## config.mk

```make
export PLATFORM = sky130hd
export DESIGN_NAME = uart_frame_injector
export DESIGN_NICKNAME = d
export VERILOG_FILES = /design/src/rtl/uart_frame_injector.sv
export SDC_FILE = /design/constraint.sdc
export NUM_CORES = 1
export LEC_CHECK = 0
export BUFFER_PORTS_ARGS = -buffer_cell sky130_fd_sc_hd__buf_4
export CORE_MARGIN = 2
export CORE_UTILIZATION = 46
export CTS_CLUSTER_DIAMETER = 100
export CTS_CLUSTER_SIZE = 12
export DETAILED_ROUTE_END_ITERATION = 10
export PLACE_DENSITY = 0.72
export SLEW_MARGIN = 20
export SYNTH_ARGS = -nofsm -noshare
export SYNTH_HDL_FRONTEND = slang
export SYNTH_SLANG_ARGS = --single-unit
```

## constraint.sdc

```tcl
create_clock -name pclk -period 3.5 [get_ports pclk]
set_input_delay 0.175 -clock pclk [delete_from_list [all_inputs] [get_ports pclk]]
set_output_delay 0.175 -clock pclk [all_outputs]
set_load 0.05 [all_outputs]
```

## src/rtl/uart_frame_injector.sv

```systemverilog
// APB-programmed UART transmitter that drives a serial net for receivers and protocol checkers.
// Software sets the frame format and baud, queues bytes, and can corrupt the parity or stop bits of one frame.
module uart_frame_injector #(
  parameter int          FIFO_DEPTH = 4,
  parameter int          ADDR_W     = 12,
  parameter logic [15:0] DIV_RST    = 16'd15
) (
  input  logic              pclk,
  input  logic              preset,
  input  logic              psel,
  input  logic              penable,
  input  logic              pwrite,
  input  logic [ADDR_W-1:0] paddr,
  input  logic [31:0]       pwdata,
  input  logic [3:0]        pstrb,
  output logic [31:0]       prdata,
  output logic              pready,
  output logic              pslverr,
  output logic              uart_net,
  output logic              tx_busy
);

  localparam int PTR_W = (FIFO_DEPTH > 1) ? $clog2(FIFO_DEPTH) : 1;
  localparam int CNT_W = PTR_W + 1;

  typedef enum logic [2:0] {
    S_IDLE   = 3'd0,
    S_START  = 3'd1,
    S_DATA   = 3'd2,
    S_PARITY = 3'd3,
    S_STOP   = 3'd4
  } state_t;

  // APB: an access is psel & penable; zero wait states, registers update on the access edge.
  state_t           r_state;
  state_t           w_next;

  logic [7:0]       r_ctrl;
  logic [15:0]      r_baud;

  logic [7:0]       r_mem [FIFO_DEPTH];
  logic [PTR_W-1:0] r_wr_ptr;
  logic [PTR_W-1:0] r_rd_ptr;
  logic [CNT_W-1:0] r_count;

  logic [1:0]       r_f_bits;
  logic             r_f_par_en;
  logic             r_f_two_stop;
  logic             r_f_inj_frm;
  logic             r_par_bit;
  logic [15:0]      r_f_div;
  logic [15:0]      r_baud_cnt;
  logic [7:0]       r_shift;
  logic [2:0]       r_bit_cnt;
  logic             r_stop_cnt;

  logic             w_access;
  logic             w_wr;
  logic             w_addr_ok;
  logic             w_sel_ctrl;
  logic             w_sel_baud;
  logic             w_sel_tx;
  logic             w_sel_stat;
  logic             w_full;
  logic             w_empty;
  logic             w_push;
  logic             w_start_ok;
  logic             w_frame_start;
  logic             w_tick;
  logic             w_last_data;
  logic             w_last_stop;
  logic [7:0]       w_head;
  logic [7:0]       w_mask;
  logic [4:0]       w_cnt5;
  logic             w_unused;

  assign w_access   = psel & penable;
  assign w_wr       = w_access & pwrite;
  assign w_addr_ok  = (paddr[ADDR_W-1:4] == '0);
  assign w_sel_ctrl = w_addr_ok && (paddr[3:2] == 2'd0);
  assign w_sel_baud = w_addr_ok && (paddr[3:2] == 2'd1);
  assign w_sel_tx   = w_addr_ok && (paddr[3:2] == 2'd2);
  assign w_sel_stat = w_addr_ok && (paddr[3:2] == 2'd3);

  assign w_full  = (r_count == CNT_W'(FIFO_DEPTH));
  assign w_empty = (r_count == '0);
  // Full is the registered value, so a push is refused even if a pop happens on the same edge.
  assign w_push  = w_wr && w_sel_tx && pstrb[0] && !w_full;
  assign w_cnt5  = 5'(r_count);

  assign pready  = 1'b1;
  assign pslverr = w_access && (!w_addr_ok || (pwrite && w_sel_stat) ||
                                (pwrite && w_sel_tx && w_full));

  assign w_unused = &{1'b0, pwdata[31:16], paddr[1:0], pstrb[3:2]};

  always_comb begin
    prdata = '0;
    if (psel && !pwrite) begin
      if (w_sel_ctrl) prdata[7:0]  = r_ctrl;
      if (w_sel_baud) prdata[15:0] = r_baud;
      if (w_sel_stat) prdata[7:0]  = {w_cnt5, w_full, w_empty, tx_busy};
    end
  end

  // Inject bits are one-shot: cleared when a frame latches them unless software writes CTRL on that edge.
  always_ff @(posedge pclk or posedge preset) begin
    if (preset) begin
      r_ctrl <= '0;
      r_baud <= DIV_RST;
    end else begin
      if (w_wr && w_sel_ctrl && pstrb[0]) begin
        r_ctrl <= pwdata[7:0];
      end else if (w_frame_start) begin
        r_ctrl[7:6] <= 2'b00;
      end
      if (w_wr && w_sel_baud) begin
        if (pstrb[0]) r_baud[7:0]  <= pwdata[7:0];
        if (pstrb[1]) r_baud[15:8] <= pwdata[15:8];
      end
    end
  end

  always_ff @(posedge pclk) begin
    if (w_push) r_mem[r_wr_ptr] <= pwdata[7:0];
  end

  assign w_head = r_mem[r_rd_ptr];

  always_ff @(posedge pclk or posedge preset) begin
    if (preset) begin
      r_wr_ptr <= '0;
      r_rd_ptr <= '0;
      r_count  <= '0;
    end else begin
      if (w_push)        r_wr_ptr <= r_wr_ptr + PTR_W'(1);
      if (w_frame_start) r_rd_ptr <= r_rd_ptr + PTR_W'(1);
      r_count <= r_count + CNT_W'(w_push) - CNT_W'(w_frame_start);
    end
  end

  assign w_start_ok    = r_ctrl[0] && !w_empty;
  assign w_tick        = (r_baud_cnt == 16'd0);
  assign w_last_data   = (r_bit_cnt == (3'd4 + {1'b0, r_f_bits}));
  assign w_last_stop   = (r_stop_cnt == r_f_two_stop);
  assign w_frame_start = ((r_state == S_IDLE) && w_start_ok) ||
                         ((r_state == S_STOP) && w_tick && w_last_stop && w_start_ok);

  always_comb begin
    w_mask = 8'hFF;
    case (r_ctrl[2:1])
      2'd0:    w_mask = 8'h1F;
      2'd1:    w_mask = 8'h3F;
      2'd2:    w_mask = 8'h7F;
      default: w_mask = 8'hFF;
    endcase
  end

  always_ff @(posedge pclk or posedge preset) begin
    if (preset) begin
      r_state <= S_IDLE;
    end else begin
      r_state <= w_next;
    end
  end

  always_comb begin
    w_next = r_state;
    case (r_state)
      S_IDLE:   if (w_start_ok) w_next = S_START;
      S_START:  if (w_tick) w_next = S_DATA;
      S_DATA:   if (w_tick && w_last_data) w_next = r_f_par_en ? S_PARITY : S_STOP;
      S_PARITY: if (w_tick) w_next = S_STOP;
      S_STOP:   if (w_tick && w_last_stop) w_next = w_start_ok ? S_START : S_IDLE;
      default:  w_next = S_IDLE;
    endcase
  end

  // The whole frame format, parity bit and divider are captured at the pop so mid-frame writes wait a frame.
  always_ff @(posedge pclk or posedge preset) begin
    if (preset) begin
      r_f_bits     <= '0;
      r_f_par_en   <= 1'b0;
      r_f_two_stop <= 1'b0;
      r_f_inj_frm  <= 1'b0;
      r_par_bit    <= 1'b0;
      r_f_div      <= '0;
      r_baud_cnt   <= '0;
      r_shift      <= '0;
      r_bit_cnt    <= '0;
      r_stop_cnt   <= 1'b0;
    end else if (w_frame_start) begin
      r_f_bits     <= r_ctrl[2:1];
      r_f_par_en   <= r_ctrl[3];
      r_f_two_stop <= r_ctrl[5];
      r_f_inj_frm  <= r_ctrl[7];
      r_par_bit    <= (^(w_head & w_mask)) ^ r_ctrl[4] ^ r_ctrl[6];
      r_f_div      <= r_baud;
      r_baud_cnt   <= r_baud;
      r_shift      <= w_head;
      r_bit_cnt    <= '0;
      r_stop_cnt   <= 1'b0;
    end else if (r_state != S_IDLE) begin
      if (w_tick) begin
        r_baud_cnt <= r_f_div;
        if (r_state == S_DATA) begin
          r_shift   <= r_shift >> 1;
          r_bit_cnt <= r_bit_cnt + 3'd1;
        end
        if (r_state == S_STOP) r_stop_cnt <= ~r_stop_cnt;
      end else begin
        r_baud_cnt <= r_baud_cnt - 16'd1;
      end
    end
  end

  always_comb begin
    uart_net = 1'b1;
    tx_busy  = 1'b1;
    case (r_state)
      S_IDLE:   tx_busy  = 1'b0;
      S_START:  uart_net = 1'b0;
      S_DATA:   uart_net = r_shift[0];
      S_PARITY: uart_net = r_par_bit;
      S_STOP:   uart_net = ~r_f_inj_frm;
      default:  tx_busy  = 1'b0;
    endcase
  end

endmodule

```

==> results of run 1 <==
==> power by group <==
group	switching (mW)	leakage, nW	internal (mW)
logic	0.399	1.46	0.263
registers	0.142	1.39	1.48
clock network	0.629	0.290	1.12
==> metal layers <==
| metal | global-route usage | wire, µm | vias up |
|---|---|---|---|
| met5 | 0 | 0 | - |
| met3 | 0.0509 | 650 | 22 |
| li1 | - | - | 1992 |
| met2 | 0.325 | 6330 | 154 |
| met1 | 0.271 | 5720 | 2056 |
| met4 | 0.0722 | 241 | 0 |
==> per-stage QoR <==
stage	power [mW]	cell area (µm²)
6_report	4.03	7030
5_1_grt	4.20	7030
4_1_cts	4.05	7030
3_5_place_dp	2.28	6270
3_3_place_gp	2.26	6270
2_1_floorplan	2.12	5870
==> worst max-delay path: cells and delay by family (launching register included) <==
kind            cells  cell delay, ns
fa+ha+maj           4            1.01
simple gates        3            0.58
buf+inv             4            0.34
compound gates      1            0.24
flops               1            0.42
xor+xnor            2            0.33
==> kinds of logic (layout without fill, tap and decap cells) <==
| family | Yosys count | in the layout | synth area share |
|---|---|---|---|
| buffers and inverters | 55 | 118 | 0.0514 |
| XOR/XNOR | 28 | 28 | 0.0422 |
| AO/OA/AOI/OAI | 75 | 75 | 0.0832 |
| flip-flops | 116 | 116 | 0.527 |
| AND/OR/NAND/NOR | 212 | 212 | 0.178 |
| other | 2 | 17 | 0.00129 |
| multiplexers | 43 | 43 | 0.0962 |
| adder cells (fa/ha/maj) | 9 | 9 | 0.0207 |
==> layout make-up <==
cell class                 count  area, µm²  share of cell area
sequential                   116       3070               0.437
multi-input combinational    384       2510               0.357
timing repair buffer          72        578              0.0823
clock buffer                  17        425              0.0605
tap                          172        215              0.0306
clock inverter                15        180              0.0256
inverter                      14       55.1             0.00783
==> how the worst min path moves through the flow <==
stage	startpoint	end	slack, ns	cells past startpoint
2_1_floorplan	pwdata[0]	r_mem[0][0]$_DFFE_PP_	0.27	0
3_3_place_gp	preset	r_rd_ptr[1]$_DFFE_PP0P_	0.08	2
3_5_place_dp	preset	r_shift[4]$_DFFE_PP0P_	0.08	2
4_1_cts	pwdata[9]	r_baud[9]$_DFFE_PP0P_	0.001	2
5_1_grt	pwdata[9]	r_baud[9]$_DFFE_PP0P_	0.0007	2
6_report	pwdata[9]	r_baud[9]$_DFFE_PP0P_	0.009	2
==> synth_stat cells, types with 3 or more instances <==
cell and instances:
nand4_1 4, o21ai_1 9, nand2_1 99, mux4_2 8
a21oi_1 7, nand3_1 11, and3_1 5, mux2_2 16
nand3b_1 4, o22ai_1 4, a211o_1 4, o21ai_0 20
a211oi_1 3, mux2_1 7, nor2_1 36, xnor2_1 21
buf_4 21, xor2_1 7, nor4_1 3, a31oi_1 9
buf_2 4, inv_1 13, nor3_1 14, mux2i_1 12
clkbuf_1 15, o211ai_1 8, dfstp_2 4, nor2b_1 5
and2_1 15, dfrtp_1 80, ha_1 8, edfxtp_1 32
==> repair_timing <==
action,4_1_cts,5_1_grt
hold buffers,15,0
setup buffers,0,0
hold endpoints to repair,43,0
gates resized for setup,0,0
setup endpoints to repair,0,0
==> registers in the layout, summed over array words and instances, names as in the netlist <==
register / cells
r_stop_cnt: 1
r_shift: 8
r_f_par_en: 1
r_count: 3
r_bit_cnt: 3
r_ctrl: 8
r_f_div: 16
r_baud_cnt: 16
r_rd_ptr: 2
r_baud: 16
r_f_inj_frm: 1
r_state: 3
r_f_two_stop: 1
r_par_bit: 1
r_mem: 32
r_f_bits: 2
r_wr_ptr: 2
==> layout by cell type, fill, tap and decap left out, drive strengths merged, types with 16 or more instances in the layout <==
cell type and n:
buf 57, clkbuf 17, conb 17, dfrtp 80, edfxtp 32, inv 16
mux2 23, nand2 100, nor2 37, o21ai 30, xnor2 21
==> summary.txt, run 1 <==
Worst hold path
  • Hold WC Path Type: primary input to flip-flop

Power
  • Leakage power: 3.14 nW
  • Power Density: 574 nW/µm²
  • Worst vdd ir: 0.320 mV

Run status
  • Status: finished clean

Timing
  • Final setup viols: 0
  • Final Hold Fails: 0
  • Final setup margin: 0.485 ns
  • Final hold slack: 0.00939 ns
  • Worst-Margin Slew: 0.812 ns
  • Fmax: 332 MHz
  • Tcrit/Tclk final: 0.861
  • Relative slew slack: 0.457
  • Min Tclk post-route: 3.02 ns
  • Worst Skew: 0.00679 ns
  • RSZ-0062 raised after global routing: false
  • Total Neg Setup Slack: 0 ns
  • Slew Limit Fails: 0

Die
  • Full die area: 13600 µm²
  • Die X: 116 µm
  • Site row count: 41
  • # IOs: 89
  • Die H: 116 µm
  • Placeable Area: 12500 µm²
  • Starting Density: 0.467

Clocking
  • CTS tree: yes
  • Root Driver: clkbuf_16
  • Clock Latency Late Sink: 0.41 ns
  • CTS max path bufs: 2
  • Reg clk slew, reported paths: 0.06 ns
  • CTS H-tree depth: 4
  • Clock net sink count: 116
  • CTS Buf Count: 17

Detailed routing
  • Post-route ant nets: 0
  • Drt total wl: 12.9 mm
  • Pre-antenna DRT Iters: 5
  • Via/cell ratio: 5.35
  • DRC Markers: 0
  • Initial DRC count: 259
  • Drt wl/cell: 16.4 µm
  • Via count: 4224

Setup path
  • Crit path launch type: flip-flop
  • CP Capture Point: r_count[2]$_DFF_PP0_
  • Worst path max stage delay: 0.42 ns
  • Largest fanout on the critical path: 6
  • Reg-to-Reg End: r_count[2]$_DFF_PP0_
  • Slowest CP cell: dfrtp_1
  • Crit Reg-Reg Startpoint: r_baud_cnt[0]$_DFFE_PP0P_
  • Critical path endpoint category: flip-flop
  • Crit Path Class: flip-flop to flip-flop
  • Required time worst endpoint: 3.82 ns
  • Crit path from: r_baud_cnt[0]$_DFFE_PP0P_
  • Flop2flop setup slack: 0.48 ns
  • Worst path cell trace: inv_1 -> ha_1 -> nor3b_1 -> nand4_2 -> o21ai_4 -> nand2_4 -> clkinv_2 -> ha_1 -> inv_1 -> ha_1 -> inv_1 -> fa_1 -> xnor2_1 -> xnor2_1
  • Crit path DAT: 3.34 ns
  • Register-to-Register Path Depth: 14

Yosys
  • Yosys top cell by area: dfrtp_1
  • Yosys warnings: 0
  • Commonest register cell after synthesis: dfrtp_1
  • Post-synth EDFFs: 32
  • Leading cell types by total area after synthesis: dfrtp_1 34%, edfxtp_1 17%, nand2_1 6.4%
  • Yosys top cell area share: 0.344
  • Synth async-reset ratio: 0.724
  • Synthesized instance count: 540
  • Syn avg cell area: 10.8 µm²
  • Count of cell types in the netlist: 56
  • Sequential area share after synthesis: 0.527
  • Synth Register Bits: 116
  • Post-synthesis cell area: 5820 µm²

Layout
  • Share of layout cells above drive strength 1: 0.209
  • Area growth syn-to-layout: 20.8%
  • Fin nets: 667
  • Fill count: 1019
  • Antenna cells: 0
  • Final Non-Filler Cells: 790
  • Util after Layout: 0.564

Placed design
  • Placed insts: 743
  • Port bufs: 51
  • Setup WS pre-CTS: 0.467 ns
  • Routability congestion estimate: 0.910
  • Post-DP HPWL: 8.42 mm

Global route
  • Antenna violations before repair: 0
  • Largest net degree at the start of global routing: 52
  • Vias in the first global route: 4126
  • Grt ovf: 0
  • First-pass GRT wire length: 20.8 mm
  • GRT Resource Usage Total: 0.203

Job
  • Max Cap Viol: 0
No activity file was read; power rests on OpenSTA's default activity.
==> inputs of run 2 (changes only) <==
Settings changed: PLACE_DENSITY 0.72 to 0.74.
Clock period 3.5 ns to 2.5 ns, I/O delays scaled along.
==> run 2 against run 1 <==
Against the previous run:
- first-iteration DRC count rose by 55%
- register-to-register slack got worse by 0.46 ns
- clock skew rose by 0.0012 ns
- global-route usage rose by 1.0 points
- highest routed layer unchanged
==> summary.txt, run 2 (synthesized netlist as in run 1, its figures left out) <==
Power
  • Gate power share: 0.208 (was 0.164)
  • Int Power: 3.98 mW (was 2.86 mW)
  • Net switching fraction of the power: 0.312 (was 0.290)
  • Sequential share of power: 0.379 (was 0.401)
  • Net Sw Power: 1.80 mW (was 1.17 mW)
  • Overall power: 5.79 mW (was 4.03 mW)
  • Worst vdd ir: 0.466 mV (was 0.320 mV)
  • Power Density: 790 nW/µm² (was 574 nW/µm²)
  • Clock share of power: 0.413 (was 0.435)
  • Leakage power: 3.29 nW (was 3.14 nW)

Detailed routing
  • Pre-antenna DRT Iters: 5 (unchanged)
  • DRC Markers: 0 (unchanged)
  • Via count: 4439 (was 4224)
  • Drt total wl: 13.7 mm (was 12.9 mm)
  • Via/cell ratio: 5.41 (was 5.35)
  • Post-route ant nets: 0 (unchanged)
  • Initial DRC count: 402 (was 259)
  • Drt wl/cell: 16.7 µm (was 16.4 µm)

Setup path
  • Slowest CP cell: dfrtp_1 (unchanged)
  • Crit path launch type: flip-flop (unchanged)
  • Largest fanout on the critical path: 2 (was 6)
  • Flop2flop setup slack: 0.02 ns (was 0.48 ns)
  • Required time worst endpoint: 2.81 ns (was 3.82 ns)
  • Crit Reg-Reg Startpoint: r_baud_cnt[1]$_DFFE_PP0P_ (was r_baud_cnt[0]$_DFFE_PP0P_)
  • Worst path cell trace: inv_2 -> ha_4 -> nor3b_4 -> nand4_4 -> o21ai_4 -> nand2_4 -> clkinv_4 -> ha_4 -> inv_2 -> ha_4 -> inv_2 -> fa_2 -> xnor2_2 -> xnor2_1 (was inv_1 -> ha_1 -> nor3b_1 -> nand4_2 -> o21ai_4 -> nand2_4 -> clkinv_2 -> ha_1 -> inv_1 -> ha_1 -> inv_1 -> fa_1 -> xnor2_1 -> xnor2_1)
  • Crit Path Class: flip-flop to flip-flop (unchanged)
  • Crit path DAT: 2.79 ns (was 3.34 ns)
  • Register-to-Register Path Depth: 14 (unchanged)
  • Critical path endpoint category: flip-flop (unchanged)
  • Worst path max stage delay: 0.39 ns (was 0.42 ns)
  • Reg-to-Reg End: r_count[2]$_DFF_PP0_ (unchanged)

Worst hold path
  • Hold path startpoint: paddr[3] (was pwdata[9])
  • Hold WC Path Type: primary input to flip-flop (unchanged)
  • Hold Crit Depth: 4 (was 2)
  • Hold worst-path end: r_ctrl[7]$_DFFE_PP0P_ (was r_baud[9]$_DFFE_PP0P_)

Global route
  • Antenna violations before repair: 0 (unchanged)
  • Largest net degree at the start of global routing: 52 (unchanged)
  • Vias in the first global route: 4339 (was 4126)
  • First-pass GRT wire length: 21.9 mm (was 20.8 mm)
  • Grt ovf: 0 (unchanged)
  • GRT Resource Usage Total: 0.213 (was 0.203)

Layout
  • Fin nets: 698 (was 667)
  • Commonest non-fill, non-tap cells in the layout: 99 x nand2_1, 86 x buf_4, 80 x dfrtp_1 (was 99 x nand2_1, 80 x dfrtp_1, 57 x buf_4)
  • Commonest non-fill, non-tap cell in the layout: nand2_1 (unchanged)
  • Reg with most FFs: r_mem (unchanged)
  • Antenna cells: 0 (unchanged)
  • Final Non-Filler Cells: 821 (was 790)
  • Fill count: 975 (was 1019)
  • Share of layout cells above drive strength 1: 0.262 (was 0.209)
  • Area growth syn-to-layout: 25.9% (was 20.8%)
  • Number of flip-flops in the largest register: 32 (unchanged)

Die
  • Die X: 116 µm (unchanged)
  • Site row count: 41 (unchanged)
  • Die H: 116 µm (unchanged)
  • Full die area: 13600 µm² (unchanged)
  • Placeable Area: 12500 µm² (unchanged)
  • Starting Density: 0.467 (unchanged)
  • # IOs: 89 (unchanged)

Timing
  • Tcrit/Tclk final: 0.992 (was 0.861)
  • RSZ-0062 raised after global routing: true (was false)
  • Worst-Margin Slew: 0.691 ns (was 0.812 ns)
  • Fmax: 403 MHz (was 332 MHz)
  • Worst Skew: 0.00800 ns (was 0.00679 ns)
  • Final setup viols: 0 (unchanged)
  • Total Neg Setup Slack: 0 ns (unchanged)
  • Final hold slack: 0.159 ns (was 0.00939 ns)
  • Relative slew slack: 0.536 (was 0.457)
  • Slew Limit Fails: 0 (unchanged)
  • Final Hold Fails: 0 (unchanged)
  • Min Tclk post-route: 2.48 ns (was 3.02 ns)

Placed design
  • Port bufs: 51 (unchanged)
  • Placed insts: 771 (was 743)
  • Post-DP HPWL: 9.12 mm (was 8.42 mm)
  • Routability congestion estimate: 0.915 (was 0.910)

Clocking
  • Clock net sink count: 116 (unchanged)
  • Reg clk slew, reported paths: 0.06 ns (about the same)
  • Root Driver: clkbuf_16 (unchanged)
  • CTS H-tree depth: 4 (unchanged)
  • CTS Buf Count: 17 (unchanged)
  • Cts repair resizes: 0 (unchanged)
  • Clock Latency Late Sink: 0.43 ns (was 0.41 ns)
  • CTS tree: yes (unchanged)
  • CTS max path bufs: 2 (unchanged)

Run status
  • Status: finished clean (unchanged)

Job
  • Max Cap Viol: 0 (unchanged)
run 2: cell count changes in the layout (fill, tap and decap cells not counted), moves of 3 or more:
cell,before,now
ha_1,8,5
clkinv_2,5,1
inv_6,4,8
buf_4,57,86
inv_1,12,8
inv_2,0,4
inv_8,0,3
ha_4,0,3
run 2: repair_timing:
action	CTS	global route
endpoints found under the hold margin	86	0
pin swaps	2	0
setup endpoints to repair	1	4
setup buffers	1	0
hold buffers	17	0
run 2: power groups by stage:
stage               logic [mW]  registers (mW)  clock network [mW]
finish                    1.20            2.19                2.39
global route              1.30            2.21                2.50
CTS                       1.20            2.19                2.41
detailed placement        1.14            2.23                   0
global placement          1.11            2.22                   0
floorplan                0.786            2.23                   0
run 2: layer usage:
metal  part of all wire  up-vias  GRT usage
met2               0.50      190      0.345
li1                   -     2062          -
met1               0.43     2162      0.284
met5                  0        -          0
met3              0.059       25     0.0524
met4              0.017        0     0.0722
run 2: layout make-up:
| type | instances | area, µm² | share of cell area |
|---|---|---|---|
| Multi-Input combinational cell | 384 | 2580 | 0.353 |
| Inverter | 14 | 58.8 | 0.00803 |
| Clock buffer | 17 | 425 | 0.0581 |
| Tap cell | 172 | 215 | 0.0294 |
| Clock inverter | 15 | 158 | 0.0215 |
| Timing Repair Buffer | 103 | 816 | 0.111 |
| Sequential cell | 116 | 3070 | 0.419 |
run 2: worst max-delay path: cells and delay by family, from the launching register on:
family / cells / cell delay [ns]
xor+xnor: 2 / 0.27
buf+inv: 4 / 0.25
compound gates: 1 / 0.20
fa+ha+maj: 4 / 0.76
flops: 1 / 0.39
simple gates: 3 / 0.49
run 2: how the worst max path moves through the flow:
stage                                    startpoint                    to  slack [ns]  cells after the start
after floorplan           r_baud_cnt[1]$_DFFE_PP0P_  r_count[2]$_DFF_PP0_       -0.34                     16
after global placement                     paddr[9]  r_count[2]$_DFF_PP0_        0.03                     13
after detailed placement  r_baud_cnt[0]$_DFFE_PP0P_  r_count[2]$_DFF_PP0_       -0.04                     14
after CTS                 r_baud_cnt[1]$_DFFE_PP0P_  r_count[2]$_DFF_PP0_        0.01                     14
after global routing      r_baud_cnt[2]$_DFFE_PP0P_  r_count[2]$_DFF_PP0_       -0.15                     12
final                     r_baud_cnt[1]$_DFFE_PP0P_  r_count[2]$_DFF_PP0_        0.02                     14
run 2: stage by stage:
step / setup slack, ns / cell area, µm² / util
final: 0.0207 / 7330 / 0.588
after global routing: -0.150 / 7330 / 0.588
after CTS: 0.0100 / 7330 / 0.588
after detailed placement: -0.0373 / 6570 / 0.527
after global placement: 0.0273 / 6570 / 0.527
after floorplan: -0.343 / 5960 / -
==> inputs of run 3 (changes only) <==
Settings changed: CTS_BUF_LIST set to sky130_fd_sc_hd__clkbuf_8, SETUP_SLACK_MARGIN set to 0.02.
==> run 3 against run 2 <==
Against the previous run:
- critical path type unchanged
- routed wire length fell by 4.0%
- cell area fell by 2.2%
- setup slack got worse by 0.0070 ns
- largest cell class unchanged
- cell count rose by 0.49%
- register-to-register slack barely moved
- die area did not move
- count of clock-buffer cells in the layout did not move
- combinational power barely moved
==> summary.txt, run 3 (synthesized netlist as in run 1, its figures left out) <==
Power
  • Worst vdd ir: 0.509 mV (was 0.466 mV)
  • Overall power: 5.09 mW (was 5.79 mW)
  • Leakage power: 3.22 nW (was 3.29 nW)
  • Power Density: 711 nW/µm² (was 790 nW/µm²)

Timing
  • Worst Skew: 0.00701 ns (was 0.00800 ns)
  • Final Hold Fails: 0 (unchanged)
  • Min Tclk post-route: 2.49 ns (was 2.48 ns)
  • Relative slew slack: 0.516 (was 0.536)
  • Fmax: 402 MHz (was 403 MHz)
  • Final setup viols: 0 (unchanged)
  • Worst-Margin Slew: 0.721 ns (was 0.691 ns)
  • Tcrit/Tclk final: 0.994 (was 0.992)
  • Slew Limit Fails: 0 (unchanged)
  • RSZ-0062 raised after global routing: true (unchanged)

Detailed routing
  • Via/cell ratio: 5.29 (was 5.41)
  • DRC Markers: 0 (unchanged)
  • Drt total wl: 13.1 mm (was 13.7 mm)
  • Pre-antenna DRT Iters: 5 (unchanged)
  • Via count: 4367 (was 4439)
  • Initial DRC count: 293 (was 402)
  • Post-route ant nets: 0 (unchanged)
  • Drt wl/cell: 15.9 µm (was 16.7 µm)

Die
  • # IOs: 89 (unchanged)
  • Die H: 116 µm (unchanged)
  • Starting Density: 0.467 (unchanged)
  • Placeable Area: 12500 µm² (unchanged)
  • Full die area: 13600 µm² (unchanged)
  • Site row count: 41 (unchanged)
  • Die X: 116 µm (unchanged)

Layout
  • Commonest non-fill, non-tap cell in the layout: nand2_1 (unchanged)
  • Reg with most FFs: r_mem (unchanged)
  • Fin nets: 702 (was 698)
  • Area growth syn-to-layout: 23.2% (was 25.9%)
  • Final Non-Filler Cells: 825 (was 821)
  • Share of layout cells above drive strength 1: 0.268 (was 0.262)
  • Number of flip-flops in the largest register: 32 (unchanged)
  • Commonest non-fill, non-tap cells in the layout: 99 x nand2_1, 90 x buf_4, 80 x dfrtp_1 (was 99 x nand2_1, 86 x buf_4, 80 x dfrtp_1)
  • Antenna cells: 0 (unchanged)
  • Fill count: 1016 (was 975)

Global route
  • GRT Resource Usage Total: 0.206 (was 0.213)
  • Largest net degree at the start of global routing: 52 (unchanged)
  • Grt ovf: 0 (unchanged)
  • Vias in the first global route: 4256 (was 4339)
  • Antenna violations before repair: 0 (unchanged)
  • First-pass GRT wire length: 21.3 mm (was 21.9 mm)

Setup path
  • Crit path DAT: 2.81 ns (was 2.79 ns)
  • Crit path launch type: flip-flop (unchanged)
  • Crit Path Class: flip-flop to flip-flop (unchanged)
  • Required time worst endpoint: 2.82 ns (was 2.81 ns)
  • Largest fanout on the critical path: 3 (was 2)
  • Critical path endpoint category: flip-flop (unchanged)

Placed design
  • Routability congestion estimate: 0.915 (unchanged)
  • Placed insts: 771 (unchanged)
  • Port bufs: 51 (unchanged)
  • Post-DP HPWL: 9.12 mm (unchanged)

Clocking
  • Clock Latency Late Sink: 0.43 ns (about the same)
  • Root Driver: clkbuf_8 (was clkbuf_16)
  • Reg clk slew, reported paths: 0.07 ns (was 0.06 ns)
  • CTS Buf Count: 17 (unchanged)
  • Clock net sink count: 116 (unchanged)
  • CTS max path bufs: 2 (unchanged)
  • CTS tree: yes (unchanged)
  • CTS H-tree depth: 4 (unchanged)

Run status
  • Status: finished clean (unchanged)

Job
  • Max Cap Viol: 0 (unchanged)

Worst hold path
  • Hold WC Path Type: primary input to flip-flop (unchanged)
run 3: through the flow:
| step | cell area [µm²] | setup WS (ns) | hold slack [ns] | setup TNS (ns) | util |
|---|---|---|---|---|---|
| after floorplan | 5960 | -0.343 | 0.224 | -0.767 | - |
| after global placement | 6570 | 0.0273 | 0.249 | 0 | 0.527 |
| after detailed placement | 6570 | -0.0373 | 0.250 | -0.0373 | 0.527 |
| after CTS | 7130 | 0.0156 | 0.0955 | 0 | 0.572 |
| after global routing | 7160 | -0.118 | 0.154 | -0.334 | 0.575 |
| final | 7160 | 0.0138 | 0.135 | 0 | 0.575 |
run 3: path summary, 6_finish.rpt:
check	from	end	slack, ns	cells past startpoint
setup reg to reg	r_baud_cnt[5]$_DFFE_PP0P_	r_count[2]$_DFF_PP0_	0.01	13
hold reg to reg	r_f_div[11]$_DFFE_PP0P_	r_f_div[11]$_DFFE_PP0P_	0.48	2
max in group asynchronous	preset	r_f_div[8]$_DFFE_PP0P_	1.46	4
hold / removal	paddr[3]	r_ctrl[7]$_DFFE_PP0P_	0.13	4
setup / recovery	r_baud_cnt[5]$_DFFE_PP0P_	r_count[2]$_DFF_PP0_	0.01	13
min in group asynchronous	preset	r_ctrl[1]$_DFFE_PP0P_	0.33	3
run 3: worst max-delay path, stage by stage (launching register included):
cell      delay, ns
dfrtp_1        0.43
nor4_4         0.29
buf_4          0.19
nand4_4        0.11
o21ai_4        0.19
nand2_4        0.08
clkinv_4       0.09
ha_4           0.19
inv_2          0.06
ha_4           0.11
inv_2          0.03
fa_2           0.34
xnor2_2        0.14
xnor2_1        0.12
run 3: timing repair:
action	CTS	global route
resized for setup	0	1
setup buffers	1	4
pin swaps	4	2
hold endpoints to repair	87	0
hold buffers	17	0
endpoints found under the setup margin	1	8
run 3: routing by layer:
metal	routed length, µm	global-route usage	up-vias
li1	-	-	2061
met1	5630	0.274	2118
met2	6510	0.328	168
met3	841	0.0581	20
met4	161	0.0675	0
met5	0	0	-
run 3: power by group:
group | internal, mW | switching, mW | total [mW] | leakage, nW
sequential | 2.06 | 0.129 | 2.19 | 1.39
combinational | 0.519 | 0.681 | 1.20 | 1.63
clock | 0.830 | 0.870 | 1.70 | 0.195
total | 3.41 | 1.68 | 5.09 | 3.22
run 3: final cells by class:
type	count	area, µm²	share of cell area
clock buffers	17	234	0.0327
clock inverters	15	158	0.0220
inverters	14	58.8	0.00821
multi-input cells	384	2580	0.361
flip-flops and latches	116	3070	0.428
well taps	172	215	0.0300
repair buffers	107	846	0.118
